<file path="config.mk">
export PLATFORM = sky130hd
export DESIGN_NAME = enc83_req_seq
export DESIGN_NICKNAME = d
export VERILOG_FILES = /design/src/rtl/enc83_pkg.sv /design/src/rtl/prio_enc8.sv /design/src/rtl/enc83_req_seq.sv
export SDC_FILE = /design/constraint.sdc
export NUM_CORES = 1
export LEC_CHECK = 0
export ABC_AREA = 1
export CORE_MARGIN = 1.5
export CORE_UTILIZATION = 59
export CTS_CLUSTER_SIZE = 10
export DETAILED_ROUTE_END_ITERATION = 8
export PLACE_DENSITY_LB_ADDON = 0.08
export SLEW_MARGIN = 20
export SYNTH_ARGS = -nofsm -noshare
export SYNTH_HDL_FRONTEND = slang
export SYNTH_HIERARCHICAL = 1
export SYNTH_SLANG_ARGS = --single-unit
</file>
<file path="constraint.sdc">
create_clock -name i_clk -period 4.5 [get_ports i_clk]
set_clock_uncertainty 0.1 [all_clocks]
set_input_delay 0.9 -clock i_clk [delete_from_list [all_inputs] [get_ports i_clk]]
set_output_delay 0.9 -clock i_clk [all_outputs]
set_load 0.1 [all_outputs]
</file>
<file path="src/rtl/enc83_pkg.sv">
// Shared constants, FSM state type and helpers for the 8-to-3 request encoder.
package enc83_pkg;

  localparam int unsigned N = 8;
  localparam int unsigned W = 3;

  localparam logic [W-1:0] StartFixed = W'(N - 1);

  typedef enum logic {IDLE, VALID} state_e;

  function automatic logic [N-1:0] onehot(input logic [W-1:0] idx);
    logic [N-1:0] m;
    m = '0;
    m[idx] = 1'b1;
    return m;
  endfunction

  function automatic logic [W:0] popcount(input logic [N-1:0] vec);
    logic [W:0] c;
    c = '0;
    for (int i = 0; i < N; i++) begin
      c = c + {{W{1'b0}}, vec[i]};
    end
    return c;
  endfunction

endpackage

</file>
<file path="src/rtl/prio_enc8.sv">
// Combinational priority encoder: searches downward from i_start with wrap-around.
module prio_enc8
  import enc83_pkg::*;
(
  input  logic [N-1:0] i_mask,
  input  logic [W-1:0] i_start,
  output logic [W-1:0] o_code,
  output logic         o_found
);

  logic [W-1:0] w_pos;

  always_comb begin
    o_code  = '0;
    o_found = 1'b0;
    w_pos   = '0;
    for (int k = 0; k < N; k++) begin
      // W-bit subtraction wraps modulo N since N == 2**W
      w_pos = i_start - k[W-1:0];
      if (!o_found && i_mask[w_pos]) begin
        o_found = 1'b1;
        o_code  = w_pos;
      end
    end
  end

endmodule

</file>
<file path="src/rtl/enc83_req_seq.sv">
// Registered 8-to-3 request encoder with sticky pending vector and valid/ready output.
// Define ENC_RR_EN for round-robin priority instead of fixed highest-index priority.
module enc83_req_seq
  import enc83_pkg::*;
(
  input  logic         i_clk,
  input  logic         i_rst,
  input  logic         i_en,
  input  logic [N-1:0] i_req,
  input  logic         i_ready,
  output logic         o_valid,
  output logic [W-1:0] o_idx,
  output logic [W:0]   o_pend_cnt,
  output logic         o_ovf
);

  state_e       r_state;
  logic [N-1:0] r_pending;
  logic         r_valid;
  logic [W-1:0] r_idx;
  logic [W:0]   r_pend_cnt;
  logic         r_ovf;

  logic         w_accept;
  logic [N-1:0] w_rq;
  logic [N-1:0] w_clr;
  logic [N-1:0] w_rem;
  logic [N-1:0] w_pend_next;
  logic [W-1:0] w_start_pend;
  logic [W-1:0] w_start_rem;
  logic [W-1:0] w_code_pend;
  logic [W-1:0] w_code_rem;
  logic         w_found_pend;
  logic         w_found_rem;

  assign w_accept    = r_valid && i_ready;
  assign w_rq        = i_req & {N{i_en}};
  assign w_clr       = w_accept ? onehot(r_idx) : '0;
  assign w_rem       = r_pending & ~w_clr;
  // Set wins over clear on the same bit
  assign w_pend_next = w_rem | w_rq;

`ifdef ENC_RR_EN
  logic [W-1:0] r_last;

  // The rem search only matters on accept, when last is about to become r_idx
  assign w_start_pend = r_last - 1'b1;
  assign w_start_rem  = r_idx - 1'b1;

  always_ff @(posedge i_clk) begin
    if (i_rst) begin
      r_last <= '0;
    end else if (w_accept) begin
      r_last <= r_idx;
    end
  end
`else
  assign w_start_pend = StartFixed;
  assign w_start_rem  = StartFixed;
`endif

  prio_enc8 u_pe_pend (
    .i_mask  (r_pending),
    .i_start (w_start_pend),
    .o_code  (w_code_pend),
    .o_found (w_found_pend)
  );

  prio_enc8 u_pe_rem (
    .i_mask  (w_rem),
    .i_start (w_start_rem),
    .o_code  (w_code_rem),
    .o_found (w_found_rem)
  );

  always_ff @(posedge i_clk) begin
    if (i_rst) begin
      r_state    <= IDLE;
      r_pending  <= '0;
      r_valid    <= 1'b0;
      r_idx      <= '0;
      r_pend_cnt <= '0;
      r_ovf      <= 1'b0;
    end else begin
      r_pending  <= w_pend_next;
      r_pend_cnt <= popcount(w_pend_next);
      if (|(w_rq & w_rem)) begin
        r_ovf <= 1'b1;
      end
      unique case (r_state)
        IDLE: begin
          if (w_found_pend) begin
            r_idx   <= w_code_pend;
            r_valid <= 1'b1;
            r_state <= VALID;
          end
        end
        VALID: begin
          if (i_ready) begin
            if (w_found_rem) begin
              r_idx <= w_code_rem;
            end else begin
              r_valid <= 1'b0;
              r_state <= IDLE;
            end
          end
        end
        default: r_state <= IDLE;
      endcase
    end
  end

  assign o_valid    = r_valid;
  assign o_idx      = r_idx;
  assign o_pend_cnt = r_pend_cnt;
  assign o_ovf      = r_ovf;

endmodule

</file>
== Word level (Yosys, flattened, before mapping) ==
Cells that the tools add are included.
Operators by class
  add/subtract/negate cells: 7
  order comparisons: 2
  equal/unequal tests: 4
  muxes and demuxes: 47
  bitwise logic cells: 6
  reduce and logical (&&, ||, !) cells: 33
Operators by type and width (count)
  2-to-1 mux 3 bit: 19
  AND 8 bit: 3
  2-to-1 mux 1 bit: 23
  adder 4 x 1 -> 4 bit: 4
  logical AND 1 bit: 16
  logical NOT 1 bit: 14
  2-to-1 mux 8 bit: 1
  inverter 8 bit: 1
  bitwise OR 8 bit: 1
  OR reduction 8 bit: 1
  one-hot mux 3 bit (2 select lines): 1
  AND reduction 3 bit: 2
  adder 3 x 1 -> 4 bit: 1
  less-than comparator 3 x 4 -> 1 bit, second input constant: 1
  != test 2 x 1 -> 1 bit, second input constant: 2
  != test 2 bit, second input constant: 2
  one-hot mux 1 bit (2 select lines): 2
  adder 2 x 1 -> 3 bit: 1
  demux 1 bit (select 3 bit): 1
  greater-or-equal comparator 3 x 1 -> 1 bit, second input constant: 1
  adder 1 x 1 -> 2 bit: 1
  inverter 1 bit: 1
Storage, ports and cells
  register bits: 18
  input bits: 12
  output and inout port bits: 9
  word-level logic and storage cells: 105

== Depth between registers and ports, before layout ==
Gate-level depths: netlist of run 1.
  depth in word-level cells: 32
  depth in mapped cells: 20

== Hierarchy ==
The synthesis of run 1 kept the hierarchy.
By module, submodules not included
  enc83_req_seq: times used 1, cells an instance 148, area an instance 1021.0 µm², sequential area each 360.3 µm²
  prio_enc8 at u_pe_rem: times used 1, cells an instance 136, area an instance 859.6 µm², sequential area each 0.0 µm²
  prio_enc8 at u_pe_pend: times used 1, cells an instance 138, area an instance 750.7 µm², sequential area each 0.0 µm²

== Least setup slack after synthesis of run 1 ==
Ideal clock, no wire load.
  path type: flip-flop to flip-flop
  start: register r_valid, in the netlist o_valid
  end: register r_pend_cnt[2], in the netlist o_pend_cnt[2]
  data arrival time: 3.801 ns
  data required time: 4.272 ns
  slack: 0.471 ns
  stages on the path, launching flop included: 16
  buffers on the path: 0
  clock period less this slack: 4.029 ns
  cells stage by stage: dfxtp_1 > nand2_2 > nor2_4 > nand2_1 > nand2_1 > inv_1 > nor2_1 > fa_1 > fa_1 > fa_1 > inv_1 > ha_1 > inv_1 > fa_1 > xor2_1 > nor2_1
On the way
  elaborated cells on any way between the ends: 12
  those cells by class: 7 x add/sub; 1 x mux; 3 x bitwise; 1 x reduce/logical
RTL lines
  from (decl): RTL line enc83_req_seq.sv:19  | logic r_valid;
  from (signal assigned): RTL line enc83_req_seq.sv:80  | r_valid <= 1'b0;
  from (signal assigned): RTL line enc83_req_seq.sv:94  | r_valid <= 1'b1;
  from (signal assigned): RTL line enc83_req_seq.sv:103  | r_valid <= 1'b0;
  logical AND 1 bit: RTL line enc83_req_seq.sv:36  | assign w_accept = r_valid && i_ready;
  2-to-1 mux 8 bit: RTL line enc83_req_seq.sv:38  | assign w_clr = w_accept ? onehot(r_idx) : '0;
  inverter 8 bit: RTL line enc83_req_seq.sv:39  | assign w_rem = r_pending & ~w_clr;
  AND 8 bit: RTL line enc83_req_seq.sv:39
  via w_rem[3]: RTL line enc83_req_seq.sv:27  | logic [N-1:0] w_rem;
  bitwise OR 8 bit: RTL line enc83_req_seq.sv:41  | assign w_pend_next = w_rem | w_rq;
  adder 3 x 1 -> 4 bit: RTL line enc83_pkg.sv:22  | c = c + {{W{1'b0}}, vec[i]};
  adder 4 x 1 -> 4 bit (4 in a row): RTL line enc83_pkg.sv:22
  to (signal assigned): RTL line enc83_req_seq.sv:86  | r_pend_cnt <= popcount(w_pend_next);
  to (decl): RTL line enc83_req_seq.sv:21  | logic [W:0] r_pend_cnt;
The timed path passes the listed nets, and every way through them passes these cells.
A chain may end at the register's enable or synchronous reset.

== Worst setup path in the final report of run 1 ==
  start: input port i_ready
  end: register r_pend_cnt[2], in the netlist o_pend_cnt[2]
On the way
  elaborated cells on any way between the ends: 12
  those cells by class: 7 x add/sub; 1 x mux; 3 x bitwise; 1 x reduce/logical
RTL lines
  from (decl): RTL line enc83_req_seq.sv:10  | input logic i_ready,
  logical AND 1 bit: RTL line enc83_req_seq.sv:36
  2-to-1 mux 8 bit: RTL line enc83_req_seq.sv:38
  inverter 8 bit: RTL line enc83_req_seq.sv:39
  AND 8 bit: RTL line enc83_req_seq.sv:39
  via w_rem[3]: RTL line enc83_req_seq.sv:27
  bitwise OR 8 bit: RTL line enc83_req_seq.sv:41
  adder 3 x 1 -> 4 bit: RTL line enc83_pkg.sv:22
  adder 4 x 1 -> 4 bit (4 in a row): RTL line enc83_pkg.sv:22
The timed path passes the listed nets, and every way through them passes these cells.

==> results_dict.tcl, run 1 <==
set metrics [dict create \
    drive_gt1_share_pct 18.0 \
    cts_tree "built" \
    gp_congestion 0.866 \
    cts.sinks 18 \
    drv_cap 0 \
    required_ns 4.53 \
    fin_hold_ws_ns 0.399 \
    p_per_area_mw_per_mm2 309 \
    yosysTopAreaCell "nand2_1" \
    io-pin-count 21 \
    ys_warn_count 6 \
    diodes 0 \
    max-vdd-ir-drop_mv 0.331 \
    drtIter0Drc 170 \
    p_leak_nw 1.58 \
    dieWidth_um 69.8 \
    critical_path_class "in -> reg" \
    final_cell_mix "nand2_1, nand3_1, nor2_1" \
    fin_setup_tns_ns 0 \
    period_share_pct 93.5 \
    syn_inst 422 \
    wl_mm 6.04 \
    synth_top_cell_area_share_pct 16.3 \
    vias 2603 \
    clk_pin_slew_ns 0.08 \
    grt_pass1_wl_mm 10.6 \
    p_comb_share_pct 62.2 \
    cts_root_buf "clkbuf_8" \
    grt-busiest-layer "met2" \
    place_hpwl_mm 5.08 \
    ant_nets 0 \
    met2_usage_pct 42.5 \
    clkLatencyLatePin_ns 0.26 \
    grt_use_total_pct 26.7 \
    htree_levels 1 \
    dr.pass1.iters 4 \
    finalHoldViolCount 0 \
    layout_commonest_cell "nand2_1" \
    synthesis.area_sq_mm 0.00263 \
    swShare_pct 51.8 \
    fin_nets 474 \
    overflow 0 \
    r2r_slack_ns 1.01 \
    power_frac_seq_pct 22.4 \
    fp-row-count 24 \
    cts_setup_buffers 0 \
    ff_latch_area_sq_um 360 \
    clk_path_buf_depth 2 \
    cts_buffers 3 \
    hold_buffers 0 \
    cts_resized 0 \
    fill_cells 426 \
    setup_viol 0 \
    hold_class "reg -> reg" \
    yosys-top-cells-area "nand2_1, dfxtp_1, nand3_1" \
    rsz0062_at_grt "no" \
    relSlewSlack_pct 34.9 \
    finalInstanceArea_sq_mm 0.00292 \
    multiInputGateArea_sq_mm 0.00199 \
    grtUsageMet1_pct 39.0 \
    instances_no_fill 502 \
    start_kind "input port" \
    area_growth_pct 10.9 \
    p_clk_share_pct 15.4 \
    grt_pass1_vias 2398 \
    dp_cells 498 \
    worst_pin_slew_ns 0.973 \
    cp_max_fo 4 \
    core-area_sq_mm 0.00432 \
    grt_max_degree 14 \
    dpl_cell_area_sq_mm 0.00286 \
    fmaxAchievable_mhz 238 \
    initial_core_util_pct 60.9 \
    ys_types 39 \
    port_buffers 20 \
    syn_area_per_cell_sq_um 6.24 \
    via_per_inst 5.19 \
    die_area_sq_mm 0.00487 \
    drv_slew 0 \
    wl_per_cell_um 12.0 \
    p_int_uw 435 \
    drc_errors 0 \
    ys_seq_area_share_pct 13.7 \
    cp-end-kind "flop" \
    outcome "finished clean" \
    arrival_ns 4.24 \
    synth-seq-cells 18 \
    power_switching_uw 468 \
    grt_antenna_before_repair 0 \
    die_h_um 69.8 \
    grtUsageMet3_pct 2.62 \
    period_needed_ns 4.21 \
]
## logic make-up (layout without fill, tap and decap cells)
family / after synthesis / count (layout) / share of synthesized area (%)
AND/OR/NAND/NOR: 291 / 291 / 58.3
buffers and inverters: 70 / 86 / 12.5
AO/OA/AOI/OAI: 24 / 24 / 5.80
flip-flops: 18 / 18 / 13.7
adder cells (fa/ha/maj): 11 / 11 / 6.37
XOR/XNOR: 7 / 7 / 3.19
other: 1 / 13 / 0.143
## critical path, cell delays in order
cell             delay (ns)
clkdlybuf4s50_1        0.51
nand2_2                0.12
nor2_4                 0.13
nand2_1                0.08
nand2_1                0.07
inv_1                  0.05
nor2_1                 0.16
fa_1                   0.46
fa_1                   0.51
fa_1                   0.41
inv_1                  0.06
ha_1                   0.15
inv_1                  0.06
fa_1                   0.37
xor2_1                 0.14
nor2_1                 0.05
## synthesized netlist by cell type (all sizes together)
cell and number:
nand3b 2, clkbuf 1, nand2 132, o21ai 9
nor3 4, nand3 82, buf 11, fa 4
a21oi 6, ha 7, xnor2 4, a21boi 1
xor2 3, conb 1, dfxtp 18, inv 58
o21a 1, a31oi 6, nand4 9, nor2 62
o21bai 1
## flip-flops by register name, summed over array words and instances, names as in the netlist
register    count
o_idx           3
o_ovf           1
o_pend_cnt      4
o_valid         1
r_pending       8
r_state         1
## power by group through the flow
stage / Combinational (mW) / Clock (mW) / Sequential (mW)
3_3_place_gp: 0.538 / 0 / 0.206
5_1_grt: 0.618 / 0.152 / 0.206
6_report: 0.561 / 0.139 / 0.202
4_1_cts: 0.547 / 0.141 / 0.202
3_5_place_dp: 0.545 / 0 / 0.206
2_1_floorplan: 0.330 / 0 / 0.328
## per-layer routing
metal  routed length (um)  vias up
li1                     -     1389
met1                 3040     1162
met2                 2710       46
met3                  250        6
met4                   40        0
met5                    0        -
## metrics by stage
step                setup WS (ns)  utilization (%)  power (mW)
floorplan                   0.471                -       0.657
global placement           0.0647             66.2       0.743
detailed placement         0.0218             66.2       0.751
CTS                         0.282             67.5       0.890
global route                0.114             67.5       0.976
finish                      0.292             67.5       0.903
## path summary, 6_finish.rpt
path / startpoint / endpoint / cells after the start
hold reg to reg: o_valid$_SDFFE_PP0P_ / o_valid$_SDFFE_PP0P_ / 2
hold / removal: o_valid$_SDFFE_PP0P_ / o_valid$_SDFFE_PP0P_ / 2
setup reg to reg: o_idx[0]$_SDFFE_PP0P_ / o_pend_cnt[2]$_SDFF_PP0_ / 15
setup / recovery: i_ready / o_pend_cnt[2]$_SDFF_PP0_ / 16
## final cells by class
type | count | share of cell area [%]
Multi-Input combinational cell | 346 | 68.1
Sequential cell | 18 | 12.3
Timing Repair Buffer | 24 | 7.89
Inverter | 58 | 7.55
Tap cell | 52 | 2.23
Clock buffer | 4 | 1.89
No activity file was read; power rests on OpenSTA's default activity.
==> run 2, diff against run 1 <==
--- a/config.mk
+++ b/config.mk
@@ -16,3 +16,4 @@
 export SYNTH_HDL_FRONTEND = slang
 export SYNTH_HIERARCHICAL = 1
 export SYNTH_SLANG_ARGS = --single-unit
+export TNS_END_PERCENT = 5
==> results of run 2 <==
No change in the layout: final DEF, timing and power equal those of run 1.
==> run 3, diff against run 2 <==
--- a/config.mk
+++ b/config.mk
@@ -6,6 +6,7 @@
 export NUM_CORES = 1
 export LEC_CHECK = 0
 export ABC_AREA = 1
+export CAP_MARGIN = 20
 export CORE_MARGIN = 1.5
 export CORE_UTILIZATION = 59
 export CTS_CLUSTER_SIZE = 10
==> results of run 3 <==
No change in the layout: final DEF, timing and power equal those of run 1.
